--- src/rtl/burst_pkg.sv ---
// Shared types for the burst arbiter: FSM state encoding and command-type constants.
package burst_pkg;

  typedef enum logic [2:0] {
    ST_IDLE    = 3'd0,
    ST_RD_CMD  = 3'd1,
    ST_RD_DATA = 3'd2,
    ST_WR_CMD  = 3'd3,
    ST_WR_DATA = 3'd4
  } state_e;

  localparam logic CMD_RD = 1'b0;
  localparam logic CMD_WR = 1'b1;

  function automatic logic is_cmd_state(input state_e s);
    return (s == ST_RD_CMD) || (s == ST_WR_CMD);
  endfunction

endpackage

--- src/rtl/burst_addr_ctr.sv ---
// Frame offset counter: advances by STEP on each accepted command, wraps to 0 at LIMIT,
// and clears to 0 on request (clear wins over advance).
module burst_addr_ctr #(
  parameter int STEP  = 16,
  parameter int LIMIT = 2073600,
  parameter int W     = 21
) (
  input  logic         clk_i,
  input  logic         rst_i,
  input  logic         clr_i,
  input  logic         adv_i,
  output logic [W-1:0] off_o
);

  localparam int WP1 = W + 1;

  logic [W-1:0] off_q, off_d;
  logic [W:0]   sum_s;

  // Next offset: clear, advance-with-wrap, or hold.
  always_comb begin
    sum_s = {1'b0, off_q} + WP1'(STEP);
    off_d = off_q;
    if (clr_i) begin
      off_d = '0;
    end else if (adv_i) begin
      if (sum_s >= WP1'(LIMIT)) begin
        off_d = '0;
      end else begin
        off_d = sum_s[W-1:0];
      end
    end else begin
      off_d = off_q;
    end
  end

  // Offset register.
  always_ff @(posedge clk_i) begin
    if (rst_i) begin
      off_q <= '0;
    end else begin
      off_q <= off_d;
    end
  end

  assign off_o = off_q;

endmodule

--- src/rtl/burst_arb.sv ---
// Read/write burst arbiter between a display read FIFO and a capture write FIFO.
// Optional macro BURST_ARB_RD_PRIO_EN: strict read priority instead of round-robin.
module burst_arb
  import burst_pkg::*;
#(
  parameter int BURST_LEN   = 16,
  parameter int AW          = 28,
  parameter int FRAME_WORDS = 2073600,
  parameter int RD_BASE     = 0,
  parameter int WR_BASE     = 2097152
) (
  input  logic          clk_i,
  input  logic          rst_i,
  input  logic          rd_req_i,
  input  logic          wr_req_i,
  input  logic          vsync_i,
  output logic          cmd_val_o,
  input  logic          cmd_rdy_i,
  output logic          cmd_wr_o,
  output logic [AW-1:0] cmd_addr_o,
  input  logic          rd_beat_i,
  input  logic          wr_beat_i,
  output logic          rfifo_incr_o,
  output logic          wfifo_incr_o,
  output logic          busy_o
);

  localparam int OW  = $clog2(FRAME_WORDS + 1);
  localparam int BCW = $clog2(BURST_LEN);
  localparam logic [BCW-1:0] LAST_BEAT = BCW'(BURST_LEN - 1);

  state_e          state_q, state_d;
  logic [BCW-1:0]  beat_cnt_q, beat_cnt_d;
  logic            vs_pend_q, vs_pend_d;
  logic            cmd_val_q, cmd_val_d;
  logic            cmd_wr_q, cmd_wr_d;
  logic [AW-1:0]   cmd_addr_q, cmd_addr_d;
  logic            busy_q, busy_d;

  logic            clr_s, rd_adv_s, wr_adv_s, beat_s, last_s, rd_first_s;
  logic [OW-1:0]   rd_off_s, wr_off_s;
  logic [AW-1:0]   rd_addr_s, wr_addr_s;

  assign clr_s    = (state_q == ST_IDLE) && vs_pend_q;
  assign rd_adv_s = (state_q == ST_RD_CMD) && cmd_rdy_i;
  assign wr_adv_s = (state_q == ST_WR_CMD) && cmd_rdy_i;
  assign beat_s   = ((state_q == ST_RD_DATA) && rd_beat_i) ||
                    ((state_q == ST_WR_DATA) && wr_beat_i);
  assign last_s   = beat_s && (beat_cnt_q == LAST_BEAT);

  // A command issued in the same IDLE cycle as a vsync clear starts at offset 0.
  assign rd_addr_s = clr_s ? AW'(RD_BASE) : AW'(RD_BASE) + AW'(rd_off_s);
  assign wr_addr_s = clr_s ? AW'(WR_BASE) : AW'(WR_BASE) + AW'(wr_off_s);

  burst_addr_ctr #(.STEP(BURST_LEN), .LIMIT(FRAME_WORDS), .W(OW)) u_rd_ctr (
    .clk_i (clk_i),
    .rst_i (rst_i),
    .clr_i (clr_s),
    .adv_i (rd_adv_s),
    .off_o (rd_off_s)
  );

  burst_addr_ctr #(.STEP(BURST_LEN), .LIMIT(FRAME_WORDS), .W(OW)) u_wr_ctr (
    .clk_i (clk_i),
    .rst_i (rst_i),
    .clr_i (clr_s),
    .adv_i (wr_adv_s),
    .off_o (wr_off_s)
  );

`ifdef BURST_ARB_RD_PRIO_EN
  assign rd_first_s = 1'b1;
`else
  logic rr_rd_first_q, rr_rd_first_d;

  // Round-robin: after a completed burst the other type gets the next tie.
  always_comb begin
    rr_rd_first_d = rr_rd_first_q;
    if (last_s) begin
      rr_rd_first_d = (state_q == ST_WR_DATA);
    end else begin
      rr_rd_first_d = rr_rd_first_q;
    end
  end

  // Round-robin register, read-first out of reset.
  always_ff @(posedge clk_i) begin
    if (rst_i) begin
      rr_rd_first_q <= 1'b1;
    end else begin
      rr_rd_first_q <= rr_rd_first_d;
    end
  end

  assign rd_first_s = rr_rd_first_q;
`endif

  // FSM next state, beat counter, command latch and vsync pending flag.
  always_comb begin
    state_d    = state_q;
    beat_cnt_d = beat_cnt_q;
    cmd_wr_d   = cmd_wr_q;
    cmd_addr_d = cmd_addr_q;
    vs_pend_d  = clr_s ? vsync_i : (vs_pend_q | vsync_i);
    case (state_q)
      ST_IDLE: begin
        if (rd_req_i && (!wr_req_i || rd_first_s)) begin
          state_d    = ST_RD_CMD;
          cmd_wr_d   = CMD_RD;
          cmd_addr_d = rd_addr_s;
        end else if (wr_req_i) begin
          state_d    = ST_WR_CMD;
          cmd_wr_d   = CMD_WR;
          cmd_addr_d = wr_addr_s;
        end else begin
          state_d    = ST_IDLE;
        end
      end
      ST_RD_CMD: begin
        if (cmd_rdy_i) begin
          state_d = ST_RD_DATA;
        end else begin
          state_d = ST_RD_CMD;
        end
      end
      ST_WR_CMD: begin
        if (cmd_rdy_i) begin
          state_d = ST_WR_DATA;
        end else begin
          state_d = ST_WR_CMD;
        end
      end
      ST_RD_DATA, ST_WR_DATA: begin
        if (last_s) begin
          state_d    = ST_IDLE;
          beat_cnt_d = '0;
        end else if (beat_s) begin
          beat_cnt_d = beat_cnt_q + BCW'(1);
        end else begin
          beat_cnt_d = beat_cnt_q;
        end
      end
      default: begin
        state_d    = ST_IDLE;
        beat_cnt_d = '0;
      end
    endcase
    cmd_val_d = is_cmd_state(state_d);
    busy_d    = (state_d != ST_IDLE);
  end

  // State and registered outputs.
  always_ff @(posedge clk_i) begin
    if (rst_i) begin
      state_q    <= ST_IDLE;
      beat_cnt_q <= '0;
      vs_pend_q  <= 1'b0;
      cmd_val_q  <= 1'b0;
      cmd_wr_q   <= CMD_RD;
      cmd_addr_q <= AW'(RD_BASE);
      busy_q     <= 1'b0;
    end else begin
      state_q    <= state_d;
      beat_cnt_q <= beat_cnt_d;
      vs_pend_q  <= vs_pend_d;
      cmd_val_q  <= cmd_val_d;
      cmd_wr_q   <= cmd_wr_d;
      cmd_addr_q <= cmd_addr_d;
      busy_q     <= busy_d;
    end
  end

  assign cmd_val_o    = cmd_val_q;
  assign cmd_wr_o     = cmd_wr_q;
  assign cmd_addr_o   = cmd_addr_q;
  assign busy_o       = busy_q;
  // FIFO strobes follow the beat inputs directly, forced low while reset is held.
  assign rfifo_incr_o = !rst_i && (state_q == ST_RD_DATA) && rd_beat_i;
  assign wfifo_incr_o = !rst_i && (state_q == ST_WR_DATA) && wr_beat_i;

endmodule
--- config.mk ---
export PLATFORM = sky130hd
export DESIGN_NAME = burst_arb
export DESIGN_NICKNAME = d
export VERILOG_FILES = /design/src/rtl/burst_pkg.sv /design/src/rtl/burst_addr_ctr.sv /design/src/rtl/burst_arb.sv
export SDC_FILE = /design/constraint.sdc
export NUM_CORES = 1
export LEC_CHECK = 0
export ABC_AREA = 1
export BUFFER_PORTS_ARGS = -buffer_cell sky130_fd_sc_hd__buf_2
export CORE_MARGIN = 4
export CORE_UTILIZATION = 53
export DETAILED_ROUTE_END_ITERATION = 16
export PLACE_DENSITY = 0.86
export SLEW_MARGIN = 5
export SYNTH_ARGS = -nofsm -noshare
export SYNTH_HDL_FRONTEND = slang
export SYNTH_SLANG_ARGS = --single-unit
--- constraint.sdc ---
create_clock -name clk_i -period 1.9 [get_ports clk_i]
set_clock_uncertainty 0.2 [all_clocks]
set_input_delay 0.57 -clock clk_i [delete_from_list [all_inputs] [get_ports clk_i]]
set_output_delay 0.57 -clock clk_i [all_outputs]
set_load 0.02 [all_outputs]
---- After elaboration in Yosys (flattened, before gate mapping) ----
Index checks and enable logic that the tools add are counted.
operators by class
  add/sub/neg operators ................... 4
  magnitude comparators ................... 2
  equal/unequal tests ..................... 8
  muxes and demuxes ....................... 18
  bitwise gates (word level) .............. 2
  reductions and logical operators ........ 24
operators with widths
  operator                  number
  $mux W21                  3
  $mux W28                  2
  $add A21 B5 Y22 const B   2
  $ge A22 B21 Y1 const B    2
  $add A22 B21 Y23 const A  1
  $mux W23                  1
  $pmux W3 S4               1
  $logic_and A1 B1 Y1       11
  $eq A3 B2 Y1 const B      3
  $mux W4                   2
  $pmux W4 S2               1
  $eq A3 B1 Y1 const B      2
  $mux W2                   3
  $mux W3                   2
  $add A4 B1 Y4 const B     1
  $eq A4 B4 Y1 const B      1
  $reduce_and A2 Y1         2
  $reduce_or A2 Y1          2
  $eq A3 B3 Y1 const B      1
  $logic_not A3 Y1          1
  $logic_or A1 B1 Y1        3
  $mux W1                   3
  $ne A3 B3 Y1 const B      1
  $reduce_bool A3 Y1        1
  5 further kinds           6
word-level totals
  bits in registers ....................... 82
  bits of input ports ..................... 8
  output and inout bits ................... 33
  word-level logic and storage cells ...... 68

---- Depth between registers and ports, before layout ----
  depth in word-level cells ............... 8
  gate-level depth with buffers ........... 14
  depth with buffers taken out ............ 13

---- By module ----
A second synthesis with hierarchy kept.
second synthesis, totals
  cell total of the unflattened synthesis .. 663
  area total of the unflattened synthesis .. 4550.6 µm²
by module, submodules not included
  module          times used  cells an instance  area an instance (µm²)  sequential area each (µm²)
  burst_addr_ctr  2           202                1422.6                  340.3
  burst_arb       1           259                1705.4                  660.6

---- Worst setup path after synthesis ----
No wires, ideal clock.
  kind .................................... reg-to-reg
  from .................................... reg u_rd_ctr.off_q[4], in the netlist u_rd_ctr.off_o[4]
  to ...................................... reg u_rd_ctr.off_q[10], in the netlist u_rd_ctr.off_o[10]
  setup time .............................. 129 ps
  arrival ................................. 1697 ps
  required time ........................... 1571 ps
  slack ................................... -125 ps
  cell stages (with the launch flop) ...... 12
  path buffers ............................ 1
  clock period less this slack ............ 2025 ps
  cells stage by stage .................... dfxtp_1 > ha_1 > nand3_2 > nor2_4 > nand2_4 > o21ai_2 > nand2_2 > nor2_2 > nand3_4 > buf_12 > nand3_2 > a21oi_2
on the way
  word-level cells in the longest chain between the ends .. 3
RTL lines
  element                 RTL line              RTL
  from (decl)             burst_addr_ctr.sv:17  logic [W-1:0] off_q, off_d;
  from (signal assigned)  burst_addr_ctr.sv:40  off_q <= '0;
  from (signal assigned)  burst_addr_ctr.sv:42  off_q <= off_d;
  $add A21 B5 Y22 (*)     burst_addr_ctr.sv:22  sum_s = {1'b0, off_q} + WP1'(STEP);
  $ge A22 B21 Y1          burst_addr_ctr.sv:27  if (sum_s >= WP1'(LIMIT)) begin
  $mux W21 (*)            burst_addr_ctr.sv:27
Every way passes the cells marked *; elsewhere a longest branch is shown, timed or not.
A chain may end at the register's enable or synchronous reset.

---- Worst setup path in the final report ----
  from .................................... reg u_rd_ctr.off_q[5], in the netlist u_rd_ctr.off_o[5]
  to ...................................... reg u_rd_ctr.off_q[17], in the netlist u_rd_ctr.off_o[17]
The elaborated chain is that of the path after synthesis.

==> metrics.md <==
| Metric | Value |
|---|---|
| Grt ovf | `0` |
| Compound-gate portion of the synthesized area | `0.144` |
| Die area | `0.00874 mm^2` |
| Antenna diodes | `0` |
| Drt drc | `0` |
| Crit Reg-Reg Startpoint | `u_rd_ctr.off_o[5]$_SDFFE_PP0P_` |
| Worst hold start | `vsync_i` |
| FF-to-FF End | `u_rd_ctr.off_o[17]$_SDFFE_PP0P_` |
| Max Fclk | `roughly 0.46 GHz` |
| Minimum clock period | `approximately 2.2 ns` |
| Largest family of logic cells by synthesized area | `simple AND/OR/NAND/NOR gates` |
| Pin count of the biggest net entering global routing | `36` |
| WS Path Type | `reg2reg` |
| WHS | `0.258 ns` |
| Pwr Total | `just over 3 mW` |
| Failing checks | `setup timing` |
| Synth Area in Adders | `0.0162` |
| Initial antenna violation count | `0` |
| Status | `complete, but fails checks` |
| Leak | `2.08 nW` |
| Routed vias/inst | `around 6.0` |
| CP startpoint kind | `flop` |
| Clock buffer depth | `2` |
| VDD IR max | `~0.44 mV` |
| Vias | `4,839` |
| First-pass GRT wire length | `19,500 um` |
| Setup TNS Final | `-5.23 ns` |
| Worst Setup End Kind | `flop` |
| Synth top cells by count | `nand2_1, a21oi_1, dfxtp_1` |
| Flops & latches, synth | `between 60 and 70` |
| Post-synth EDFFs | `0` |
| Met2 Resource Use GR | `0.486` |
| Worst EP required | `1.94 ns` |
| Most Used Layer, Global Route | `met2` |
| Reg2reg setup slack | `-0.26 ns` |
| Main synth FF type | `dfxtp_1` |
| Final instance area | `between 0.005 and 0.006 mm^2` |
| RSZ-0062 raised after global routing | `yes` |
| Final setup vio count | `36` |
| Fin. max-slew vios | `0` |
| Dpl cells | `764` |
| Final nets | `approximately 720` |
| Clk_lat worst skew | `0.36 ns` |
| Synth cell types | `35` |
| Place WS | `-0.243 ns` |
| Async S/R FF share, synth | `0` |
| Drt initial violations | `576` |
| Total track usage | `0.278` |
| Yosys top cell area share | `0.331` |
| Core Box Area | `0.00694 mm^2` |
| FP Rows | `30` |
| Number of hold violations in the final report | `0` |
| Hold endpoint | `vs_pend_q$_SDFF_PP0_` |
| Worst min path class | `in2reg` |
| Area contributors post-synth | `dfxtp_1, nand2_1, a21oi_1` |
| Initial Util | `0.558` |
| Share of layout cells above drive strength 1 | `0.415` |
| Count leader, synth | `nand2_1` |
| Critical Path AT | `2.20 ns` |
| Post-Synth Simple-Gate Area | `0.395` |
| Placer Congestion | `0.918` |
| Mean post-synth cell area | `approximately 6.6 um^2` |
| Mux cell area share after synthesis | `0` |
| Util after Layout | `0.791` |
| CP max FO | `8` |
| Port-buffer cells | `34` |
| IO Pins | `41` |
| WL/cell | `17.1 um` |
| Power density cells | `555 mW/mm^2` |
| Worst hold stages | `3` |
| Post-DP HPWL | `7970 um` |
| Synth Area in XOR/XNOR | `0.0178` |
| Clock transition at the registers of the reported paths | `0.08 ns` |
| Vias in the first global route | `4,226` |
| Routing usage on met3 | `0.0539` |
| Non-Filler Instances | `~800` |
| TritonRoute pass-1 iters | `8` |
| CTS root buffer | `clkbuf_8` |
| Post-DP Area | `~0.0046 mm^2` |
| Yosys top cell by area | `dfxtp_1` |
| GRT met1 Usage | `0.334` |
| Worst r2r path cells | `10` |
| Mapped Area | `around 0.0039 mm^2` |
| Clock Sinks | `between 60 and 70` |
| Post-layout worst setup margin | `-0.260 ns` |
| Drt total wl | `13,800 um` |
| Die Y | `93.5 um` |
| Post-synthesis sequential area ratio | `0.331` |
| TritonCTS clock tree | `built` |
| Die width | `93.5 um` |
| Fin crit share | `1.14` |
| Gate Count Post-Synth | `slightly below 600` |
| Max_cap viols | `0` |
| YS warnings | `0` |
| H-tree levels | `3` |
| Routed Antenna Nets | `0` |
| CTS Buf Count | `9` |
| P&R area growth vs syn | `41.8%` |
## sequential cells by signal, indices dropped and copies added (netlist names), 3 cells and up
name	cells
beat_cnt_q	4
u_wr_ctr.off_o	17
u_rd_ctr.off_o	17
cmd_addr_o	19
state_q	3
## worst max-delay path by stage
stage | from | endpoint | slack, ns | depth (start not counted)
after floorplan | rst_i | rfifo_incr_o | 0.005 | 3
after CTS | u_rd_ctr.off_o[5]$_SDFFE_PP0P_ | u_rd_ctr.off_o[4]$_SDFFE_PP0P_ | -0.13 | 11
final | u_rd_ctr.off_o[5]$_SDFFE_PP0P_ | u_rd_ctr.off_o[17]$_SDFFE_PP0P_ | -0.26 | 10
after global routing | u_rd_ctr.off_o[5]$_SDFFE_PP0P_ | u_rd_ctr.off_o[11]$_SDFFE_PP0P_ | -0.33 | 10
after global placement | u_wr_ctr.off_o[5]$_SDFFE_PP0P_ | u_wr_ctr.off_o[5]$_SDFFE_PP0P_ | -0.14 | 10
after detailed placement | u_rd_ctr.off_o[5]$_SDFFE_PP0P_ | u_rd_ctr.off_o[6]$_SDFFE_PP0P_ | -0.24 | 12
## power breakdown
part	switching (mW)	leakage [nW]	internal (mW)
Sequential	0.0234	0.526	1.37
Combinational	0.286	1.46	0.142
Clock	0.583	0.0989	0.645
## critical path, cell delays in order, from the launching register on
cell	delay, ns
dfxtp_4	0.36
ha_4	0.15
nand3_4	0.09
nor2_4	0.25
nand2_4	0.11
o21ai_2	0.16
nand2_2	0.09
nor2_4	0.24
nand3_4	0.22
nand3_2	0.11
a21oi_2	0.05
## cells by family after synthesis
logic type | after synthesis
adders and majority gates | 5
other | 1
xor gates and xnor gates | 7
AOI/OAI and AO/OA | 101
and+or+nand+nor | 332
buffers and inverters | 78
DFF | 64
## final cells by class
cell class | count | area (um^2)
clock buffers | 10 | 138
clock inverters | 6 | 67.6
fillers | 398 | 1450
inverters | 46 | 181
multi-input cells | 454 | 2730
flip-flops and latches | 64 | 1310
well taps | 96 | 120
repair buffers | 130 | 943
## cell usage in the layout (no fill, tap or decap), drive strengths merged, types with 10 or more instances in the layout
master  count
nor2       60
nand4      12
a21oi      74
inv        46
o21ai      23
nand2     190
nand3      67
buf       130
clkbuf     10
dfxtp      64
## routing by layer
layer  up-vias  wire (um)
met1      2292       5110
met3        84       1130
li1       2142          -
met5         -          0
met2       321       6800
met4         0        725
## repair_timing
item	in CTS	in global routing
hold buffers	0	0
cloned	3	0
gates resized for setup	53	73
endpoints found under the setup margin	36	54
buffers inserted	12	11
hold endpoints to repair	0	0
pin swaps	28	31
No activity file was read; power rests on OpenSTA's default activity.
